File: src/rtl/branch_predictor_if.sv
// Fetch-stage lookup, EX-stage update and statistics signals of the branch predictor.
interface branch_predictor_if #(
   parameter int unsigned STAT_W = 16
);
   // Fetch-stage lookup
   logic [31:0]       lookup_pc;
   logic              pred_hit;
   logic              pred_taken;
   logic [31:0]       pred_target;
   // EX-stage resolution
   logic              upd_en;
   logic [31:0]       upd_pc;
   logic              upd_taken;
   logic [31:0]       upd_target;
   logic              upd_mispredict;
   // Statistics
   logic [STAT_W-1:0] branch_cnt;
   logic [STAT_W-1:0] mispredict_cnt;

   // Core side: drives lookups and resolutions, observes predictions
   modport master (
      output lookup_pc, upd_en, upd_pc, upd_taken, upd_target, upd_mispredict,
      input  pred_hit, pred_taken, pred_target, branch_cnt, mispredict_cnt
   );

   // Predictor side
   modport slave (
      input  lookup_pc, upd_en, upd_pc, upd_taken, upd_target, upd_mispredict,
      output pred_hit, pred_taken, pred_target, branch_cnt, mispredict_cnt
   );
endinterface

File: src/rtl/branch_predictor.sv
// Direct-mapped branch target buffer with optional bimodal 2-bit counters and
// saturating resolution statistics.
module branch_predictor #(
   parameter int unsigned ENTRIES = 16,
   parameter int unsigned MODE    = 1,   // 0: static not-taken, 1: bimodal
   parameter int unsigned STAT_W  = 16
) (
   input logic               CLK,
   input logic               nRST,
   branch_predictor_if.slave bp
);
   localparam int unsigned IDX_W = $clog2(ENTRIES);
   localparam int unsigned TAG_W = 32 - IDX_W - 2;
   localparam logic [STAT_W-1:0] STAT_ONE = 1;

   logic             r_valid  [ENTRIES];
   logic [TAG_W-1:0] r_tag    [ENTRIES];
   logic [31:0]      r_target [ENTRIES];
   logic [1:0]       r_ctr    [ENTRIES];

   logic [STAT_W-1:0] r_branch_cnt;
   logic [STAT_W-1:0] r_mispredict_cnt;

   logic [IDX_W-1:0] w_lk_idx;
   logic [TAG_W-1:0] w_lk_tag;
   logic             w_lk_hit;
   logic [IDX_W-1:0] w_up_idx;
   logic [TAG_W-1:0] w_up_tag;
   logic             w_up_hit;
   logic             w_unused;

   // Word-aligned PCs: the byte offset carries no information
   assign w_unused = ^{bp.lookup_pc[1:0], bp.upd_pc[1:0]};

   assign w_lk_idx = bp.lookup_pc[IDX_W+1:2];
   assign w_lk_tag = bp.lookup_pc[31:IDX_W+2];
   assign w_up_idx = bp.upd_pc[IDX_W+1:2];
   assign w_up_tag = bp.upd_pc[31:IDX_W+2];

   assign w_lk_hit = r_valid[w_lk_idx] && (r_tag[w_lk_idx] == w_lk_tag);
   assign w_up_hit = r_valid[w_up_idx] && (r_tag[w_up_idx] == w_up_tag);

   // Zero-latency lookup straight off the table registers, so a same-cycle
   // update is only visible from the following cycle
   always_comb begin
      bp.pred_hit    = w_lk_hit;
      bp.pred_taken  = 1'b0;
      bp.pred_target = '0;
      if (w_lk_hit) begin
         bp.pred_taken  = (MODE == 1) && r_ctr[w_lk_idx][1];
         bp.pred_target = r_target[w_lk_idx];
      end
   end

   // Table update: train on hits, allocate only on taken misses
   always_ff @(posedge CLK or negedge nRST) begin
      if (!nRST) begin
         for (int unsigned i = 0; i < ENTRIES; i++) begin
            r_valid[i]  <= 1'b0;
            r_tag[i]    <= '0;
            r_target[i] <= '0;
            r_ctr[i]    <= 2'b01;
         end
      end else if ((MODE == 1) && bp.upd_en) begin
         if (w_up_hit) begin
            if (bp.upd_taken) begin
               if (r_ctr[w_up_idx] != 2'b11) r_ctr[w_up_idx] <= r_ctr[w_up_idx] + 2'd1;
               r_target[w_up_idx] <= bp.upd_target;
            end else if (r_ctr[w_up_idx] != 2'b00) begin
               r_ctr[w_up_idx] <= r_ctr[w_up_idx] - 2'd1;
            end
         end else if (bp.upd_taken) begin
            r_valid[w_up_idx]  <= 1'b1;
            r_tag[w_up_idx]    <= w_up_tag;
            r_target[w_up_idx] <= bp.upd_target;
            r_ctr[w_up_idx]    <= 2'b10;
         end
      end
   end

   // Saturating statistics counters
   always_ff @(posedge CLK or negedge nRST) begin
      if (!nRST) begin
         r_branch_cnt     <= '0;
         r_mispredict_cnt <= '0;
      end else if (bp.upd_en) begin
         if (r_branch_cnt != '1) r_branch_cnt <= r_branch_cnt + STAT_ONE;
         if (bp.upd_mispredict && (r_mispredict_cnt != '1)) begin
            r_mispredict_cnt <= r_mispredict_cnt + STAT_ONE;
         end
      end
   end

   assign bp.branch_cnt     = r_branch_cnt;
   assign bp.mispredict_cnt = r_mispredict_cnt;
endmodule

File: src/flat_wrapper.sv
// flat-port wrapper written by rule: the top's interface ports become plain ports
module branch_predictor_flat 
#(
   parameter int unsigned ENTRIES = 16,
   parameter int unsigned MODE    = 1,                                     
   parameter int unsigned STAT_W  = 16
)
  (CLK, nRST, bp_lookup_pc, bp_upd_en, bp_upd_pc, bp_upd_taken, bp_upd_target, bp_upd_mispredict, bp_pred_hit, bp_pred_taken, bp_pred_target, bp_branch_cnt, bp_mispredict_cnt);
  branch_predictor_if #(.STAT_W(STAT_W)) bp_i ();
  input logic CLK;
  input logic nRST;
  input wire logic [$bits(bp_i.lookup_pc)-1:0] bp_lookup_pc;
  input wire logic [$bits(bp_i.upd_en)-1:0] bp_upd_en;
  input wire logic [$bits(bp_i.upd_pc)-1:0] bp_upd_pc;
  input wire logic [$bits(bp_i.upd_taken)-1:0] bp_upd_taken;
  input wire logic [$bits(bp_i.upd_target)-1:0] bp_upd_target;
  input wire logic [$bits(bp_i.upd_mispredict)-1:0] bp_upd_mispredict;
  output wire logic [$bits(bp_i.pred_hit)-1:0] bp_pred_hit;
  output wire logic [$bits(bp_i.pred_taken)-1:0] bp_pred_taken;
  output wire logic [$bits(bp_i.pred_target)-1:0] bp_pred_target;
  output wire logic [$bits(bp_i.branch_cnt)-1:0] bp_branch_cnt;
  output wire logic [$bits(bp_i.mispredict_cnt)-1:0] bp_mispredict_cnt;
  assign bp_i.lookup_pc = bp_lookup_pc;
  assign bp_i.upd_en = bp_upd_en;
  assign bp_i.upd_pc = bp_upd_pc;
  assign bp_i.upd_taken = bp_upd_taken;
  assign bp_i.upd_target = bp_upd_target;
  assign bp_i.upd_mispredict = bp_upd_mispredict;
  assign bp_pred_hit = bp_i.pred_hit;
  assign bp_pred_taken = bp_i.pred_taken;
  assign bp_pred_target = bp_i.pred_target;
  assign bp_branch_cnt = bp_i.branch_cnt;
  assign bp_mispredict_cnt = bp_i.mispredict_cnt;
  branch_predictor #(.ENTRIES(ENTRIES), .MODE(MODE), .STAT_W(STAT_W)) u_core (.CLK(CLK), .nRST(nRST), .bp(bp_i));
endmodule
File: config.mk
export PLATFORM = sky130hd
export DESIGN_NAME = branch_predictor_flat
export DESIGN_NICKNAME = d
export VERILOG_FILES = /design/src/rtl/branch_predictor_if.sv /design/src/rtl/branch_predictor.sv /design/src/flat_wrapper.sv
export SDC_FILE = /design/constraint.sdc
export NUM_CORES = 2
export LEC_CHECK = 0
export BUFFER_PORTS_ARGS = -buffer_cell sky130_fd_sc_hd__buf_2
export CORE_ASPECT_RATIO = 2
export CORE_MARGIN = 2
export CORE_UTILIZATION = 55
export DETAILED_ROUTE_END_ITERATION = 16
export PLACE_DENSITY = 0.72
export REMOVE_ABC_BUFFERS = 1
export SYNTH_ARGS = -nofsm -noshare
export SYNTH_HDL_FRONTEND = slang
export SYNTH_SLANG_ARGS = --single-unit
File: constraint.sdc
create_clock -name CLK -period 7.8 [get_ports CLK]
set_input_delay 1.17 -clock CLK [delete_from_list [all_inputs] [get_ports CLK]]
set_output_delay 1.17 -clock CLK [all_outputs]
set_load 0.01 [all_outputs]
* Word level (Yosys, flattened, before mapping)
Cells that the tools add are included.
** Storage, ports and cells
- Bits in registers :: 1008
- Bits of input ports :: 101
- Output and inout bits :: 66
** Cells by class
- $add $sub $neg :: 4
- Order comparisons :: 3
- Equal/unequal tests :: 6
- Mux-type cells :: 40
- Bitwise operators :: 7
- Reductions and logical operators :: 12
** Operators with widths (count)
- $bwmux W512 :: 1
- $bwmux W416 :: 1
- $mux W32 :: 9
- $bmux W26 S4 :: 2
- $mux W26 :: 5
- $bmux W32 S4 :: 1
- $demux W32 S4 :: 1
- $demux W26 S4 :: 1
- $bwmux W32 :: 2
- $eq A26 B26 Y1 :: 2
- $add A16 B1 Y16 const B :: 2
- $ne A16 B16 Y1 const B :: 2
- $or A16 B16 Y16 :: 2
- $and A16 B16 Y16 :: 1
- $bmux W2 S4 :: 2
- $not A16 Y16 :: 1
- $ge A5 B5 Y1 const B :: 2
- $mux W2 :: 5
- $not A4 Y5 :: 2
- $bmux W1 S4 :: 2
- $demux W2 S4 :: 1
- $mux W1 :: 6
- $reduce_and A2 Y1 :: 3
- $reduce_bool A2 Y1 :: 3
- 10 further kinds :: 13

* Longest topological paths before layout
- Depth in word-level cells :: 9
- Gate-level depth with buffers :: 15

* Least setup slack after synthesis
OpenSTA, ideal clock, no wires.
- Path kind :: input port to output port
- From :: in bp_lookup_pc[2]
- To :: out bp_pred_taken
- Arrival :: 4.367 ns
- Data required time :: 6.630 ns
- Slack :: 2.263 ns
- Stages :: 9
- Path buffers :: 6
- Path through :: clkbuf_1 buf_2 buf_2 clkbuf_1 buf_1 buf_1 mux4_2 mux4_2 nor2b_1
** Between the ends
- Cells in the longest elaborated chain, start to end :: 7
- Elaborated cells on any way between the ends :: 13
- Classes of those cells :: eq/ne: 1; mux: 10; bitwise: 1; reduce/logical: 1
** Ends and longest elaborated chain
- start: declaration :: line flat_wrapper.sv:12 : input wire logic [$bits(bp_i.lookup_pc)-1:0] bp_lookup_pc;
- $not A4 Y5 (not written as such) (*) :: line branch_predictor.sv:40, branch_predictor.sv:50
- $bmux W26 S4 :: line branch_predictor.sv:40 : assign w_lk_hit = r_valid[w_lk_idx] && (r_tag[w_lk_idx] == w_lk_tag);
- $mux W26 (not written as such) (2 in a row) :: line branch_predictor.sv:40
- $eq A26 B26 Y1 :: line branch_predictor.sv:40
- $logic_and A1 B1 Y1 :: line branch_predictor.sv:40
- $mux W1 (*) :: line branch_predictor.sv:49 : if (w_lk_hit) begin
- end: declaration :: line flat_wrapper.sv:19 : output wire logic [$bits(bp_i.pred_taken)-1:0] bp_pred_taken;
Mark *: on every way between the ends. The rest lies on a longest branch, timed or not. The select of a mux whose other input is x is not followed.

* Worst setup path in the final report
- From :: in bp_lookup_pc[2]
- To :: out bp_pred_target[14]
** Between the ends
- Cells in the longest elaborated chain, start to end :: 7
- Elaborated cells on any way between the ends :: 13
- Classes of those cells :: eq/ne: 1; mux: 10; bitwise: 1; reduce/logical: 1
** Ends and longest elaborated chain
- $not A4 Y5 (not written as such) (*) :: line branch_predictor.sv:40, branch_predictor.sv:51
- $bmux W26 S4 :: line branch_predictor.sv:40
- $mux W26 (not written as such) (2 in a row) :: line branch_predictor.sv:40
- $eq A26 B26 Y1 :: line branch_predictor.sv:40
- $logic_and A1 B1 Y1 :: line branch_predictor.sv:40
- $mux W32 (*) :: line branch_predictor.sv:49
- end: declaration :: line flat_wrapper.sv:20 : output wire logic [$bits(bp_i.pred_target)-1:0] bp_pred_target;
Marks and branches as above.

==> results_dict.tcl <==
set metrics [dict create \
    fmax_mhz 156 \
    postCtsHoldBufs 0 \
    critPathSlowestCell "sky130_fd_sc_hd__nor4_1" \
    final.period_utilization 0.821 \
    fraction_of_layout_instances_using_a_drive_strength_above_1 0.399 \
    wire_per_inst_microns 27.4 \
    finalCriticalPeriod_ns 6.41 \
    setup_viol 0 \
    distinct_cell_type_count_after_synthesis 56 \
    most_common_cell_in_the_synthesized_netlist "sky130_fd_sc_hd__dfrtp_1" \
    max-cap-violations 0 \
    critical_path.endpoint "bp_pred_target[14]" \
    floorplan.core_area_sq_um 90200 \
    cts_max_path_buffers 3 \
    gr_overflow_total 0 \
    critical_path_s_top_delay_family "simple AND/OR/NAND/NOR gates" \
    route.detailed.drc 0 \
    grt.total_usage 0.307 \
    synth.top_cell.area_share 0.498 \
    grt_max_degree 174 \
    synthesis_warning_total 0 \
    worstSetupStartpoint "bp_lookup_pc[2]" \
    cts_root_buf "sky130_fd_sc_hd__clkbuf_16" \
    tritoncts_clock_tree "yes" \
    path_depth 10 \
    peakVddDrop_v 0.000237 \
    start_kind "input port" \
    synth-edff-count 0 \
    r2r-end "u_core.r_tag[389]" \
    cts.repair.resized 0 \
    clock-skew-final_ns 0.0187 \
    yosys-top-cells-count "sky130_fd_sc_hd__dfrtp_1, sky130_fd_sc_hd__nand2_1, sky130_fd_sc_hd__mux2_2" \
    crit_path_max_incr_delay_ns 0.69 \
    synthesis.instances 3806 \
    starting_density_of_the_core 0.553 \
    cts_setup_buffers 0 \
    avg_cell_area_syn_sq_um 13.1 \
    crit_required_ns 6.63 \
    synth_largest_area_cell "sky130_fd_sc_hd__dfrtp_1" \
    worst_flop_to_flop_path_startpoint "u_core.r_tag[158]" \
    layout.nets 3950 \
    power.density_nw_per_um2 261 \
    io_buffers 162 \
    grt_first_pass_wirelength_microns 213000 \
    reg2reg_setup_slack_ns 3.28 \
    cts-buffers-inserted 91 \
    type_of_the_tightest_min_delay_check "input port to async pin" \
    grt_antenna_before_repair 16 \
    cp.arrival_ns 5.24 \
    die_height_microns 430 \
    fin_tns_setup_ns 0 \
    synth_sequential_area_ratio 0.506 \
    worstPathBufferInverterCount 4 \
    clk_latency_ns 0.70 \
    synth_ff_type "sky130_fd_sc_hd__dfrtp_1" \
    cp_cell_instances "buf_8, buf_12, mux4_2, mux4_2, xor2_1, nor4_1, nand4_1, buf_12, nor2b_1, buf_2" \
    place_congestion 0.836 \
    worst_pin_slew_ns 1.00 \
    row_count 156 \
    vias_in_the_first_global_route 34400 \
    max_slew_violation_count 0 \
    total_power_mw 14.4 \
    area_growth_pct 10.7 \
    post_dp_hpwl_microns 83000 \
    synth.ff_latch_count 1008 \
    rr_worst_depth 12 \
    h-tree-depth 3 \
    layout.cell_area.non_filler_sq_um 55200 \
    p_leak_nw 25.3 \
    setup.worst_path.class "input port to output port" \
    dpl_cell_area_sq_um 52000 \
    end_kind "output port" \
    critical_path_peak_fanout 54 \
    unrepaired_setup_endpoints_after_global_routing "false" \
    floorplan.die.width_microns 217 \
    ioPinCount 167 \
    finalHoldViolations 0 \
    async_reset_ff_frac 1.00 \
    syn-cell-area_sq_um 49900 \
    detail_route.wirelength_microns 140000 \
    tritoncts_num_sinks 1008 \
    dieArea_sq_um 93300 \
    average_vias_per_placed_instance 6.37 \
    status "complete, no violations" \
    synth_area_leaders "sky130_fd_sc_hd__dfrtp_1, sky130_fd_sc_hd__mux4_2, sky130_fd_sc_hd__mux2_2, sky130_fd_sc_hd__nand2_1, sky130_fd_sc_hd__clkbuf_1" \
    clkTransAtPathRegs_ns 0.06 \
    first_pass_iters 5 \
    initial_drc_count 2852 \
    max-slew-margin-rel 0.331 \
    routed-via-count 32600 \
    antenna_violating_nets_post_route 0 \
]
through the flow:
stage | setup WS (ns) | hold slack, ns | util | cells
3_5_place_dp | 1.37 | 0.457 | 0.576 | 4937
4_1_cts | 1.34 | 0.473 | 0.612 | 5108
2_1_floorplan | 2.71 | 0.440 | - | 3497
6_report | 1.39 | 0.452 | 0.612 | 5113
5_1_grt | 1.23 | 0.491 | 0.612 | 5111
3_3_place_gp | 1.43 | 0.452 | 0.576 | 4937
state kept, by name, summed over array words and instances (netlist names):
register / cells
u_core.r_target: 512
u_core.r_ctr: 32
u_core.r_valid: 16
u_core.r_tag: 416
u_core.bp.mispredict_cnt: 16
u_core.bp.branch_cnt: 16
layout make-up:
type,count,area (sq um)
diodes,5,12.5
clock buffers,133,2700
clock inverters,38,538
fillers,7019,34900
inverters,12,45.0
multi-input cells,2477,23500
flip-flops and latches,1008,25200
well taps,1185,1480
repair buffers,255,1740
layer usage:
metal	vias up	wire length, microns	global-route usage	share of wire
met3	415	8930	0.0452	0.064
met4	16	8780	0.175	0.063
met5	-	106	0	0.00076
met1	17200	50900	0.372	0.36
met2	1332	71600	0.525	0.51
li1	13600	-	-	-
power by group:
group / switching, mW / internal, mW
clock network: 2.04 / 2.81
registers: 0.647 / 6.22
logic: 1.13 / 1.54
how the worst min path moves through the flow:
stage	start	endpoint	slack, ns	cells past startpoint
detailed placement	u_core.r_target[358]	u_core.r_target[358]	0.46	2
finish	nRST	u_core.r_tag[366]	0.45	1
floorplan	u_core.r_target[288]	u_core.r_target[288]	0.44	2
CTS	u_core.r_target[28]	u_core.r_target[28]	0.47	2
global route	u_core.r_target[28]	u_core.r_target[28]	0.49	2
global placement	u_core.r_target[366]	u_core.r_target[366]	0.45	2
cells by family after synthesis:
group | synth area share
AOI/OAI and AO/OA | 0.0158
xor gates and xnor gates | 0.0146
adders and majority gates | 0.00100
buffers and inverters | 0.0275
DFF | 0.506
muxes | 0.342
and+or+nand+nor | 0.0932
cells in the final DEF, fill, tap and decap left out, types with 7 or more instances in the layout:
cell / netlist / final
sky130_fd_sc_hd__buf_2: 50 / 155
sky130_fd_sc_hd__buf_4: 10 / 80
sky130_fd_sc_hd__mux2_2: 715 / 715
sky130_fd_sc_hd__nor2b_1: 49 / 49
sky130_fd_sc_hd__dfrtp_1: 992 / 992
sky130_fd_sc_hd__bufinv_16: 0 / 12
sky130_fd_sc_hd__clkinv_2: 0 / 18
sky130_fd_sc_hd__clkbuf_16: 0 / 94
sky130_fd_sc_hd__a21oi_1: 12 / 12
sky130_fd_sc_hd__clkbuf_8: 0 / 20
sky130_fd_sc_hd__mux2i_1: 74 / 74
sky130_fd_sc_hd__xor2_1: 26 / 26
sky130_fd_sc_hd__nand2_2: 0 / 8
sky130_fd_sc_hd__nor3_1: 11 / 11
sky130_fd_sc_hd__and3_1: 8 / 8
sky130_fd_sc_hd__a22oi_1: 10 / 10
sky130_fd_sc_hd__dfstp_2: 16 / 16
sky130_fd_sc_hd__inv_1: 12 / 12
sky130_fd_sc_hd__mux4_2: 366 / 366
sky130_fd_sc_hd__xnor2_1: 57 / 57
sky130_fd_sc_hd__nand4_1: 18 / 18
sky130_fd_sc_hd__nand3_1: 17 / 17
sky130_fd_sc_hd__nor2_1: 34 / 22
sky130_fd_sc_hd__nor2_4: 0 / 25
sky130_fd_sc_hd__nand2_1: 914 / 906
sky130_fd_sc_hd__o22ai_1: 35 / 35
sky130_fd_sc_hd__a221oi_1: 12 / 12
sky130_fd_sc_hd__nand2b_1: 8 / 8
sky130_fd_sc_hd__buf_12: 0 / 14
sky130_fd_sc_hd__a211oi_1: 12 / 12
sky130_fd_sc_hd__or2_2: 18 / 18
sky130_fd_sc_hd__clkbuf_1: 201 / 19
sky130_fd_sc_hd__and2_1: 7 / 7
No activity file was read; power rests on OpenSTA's default activity.
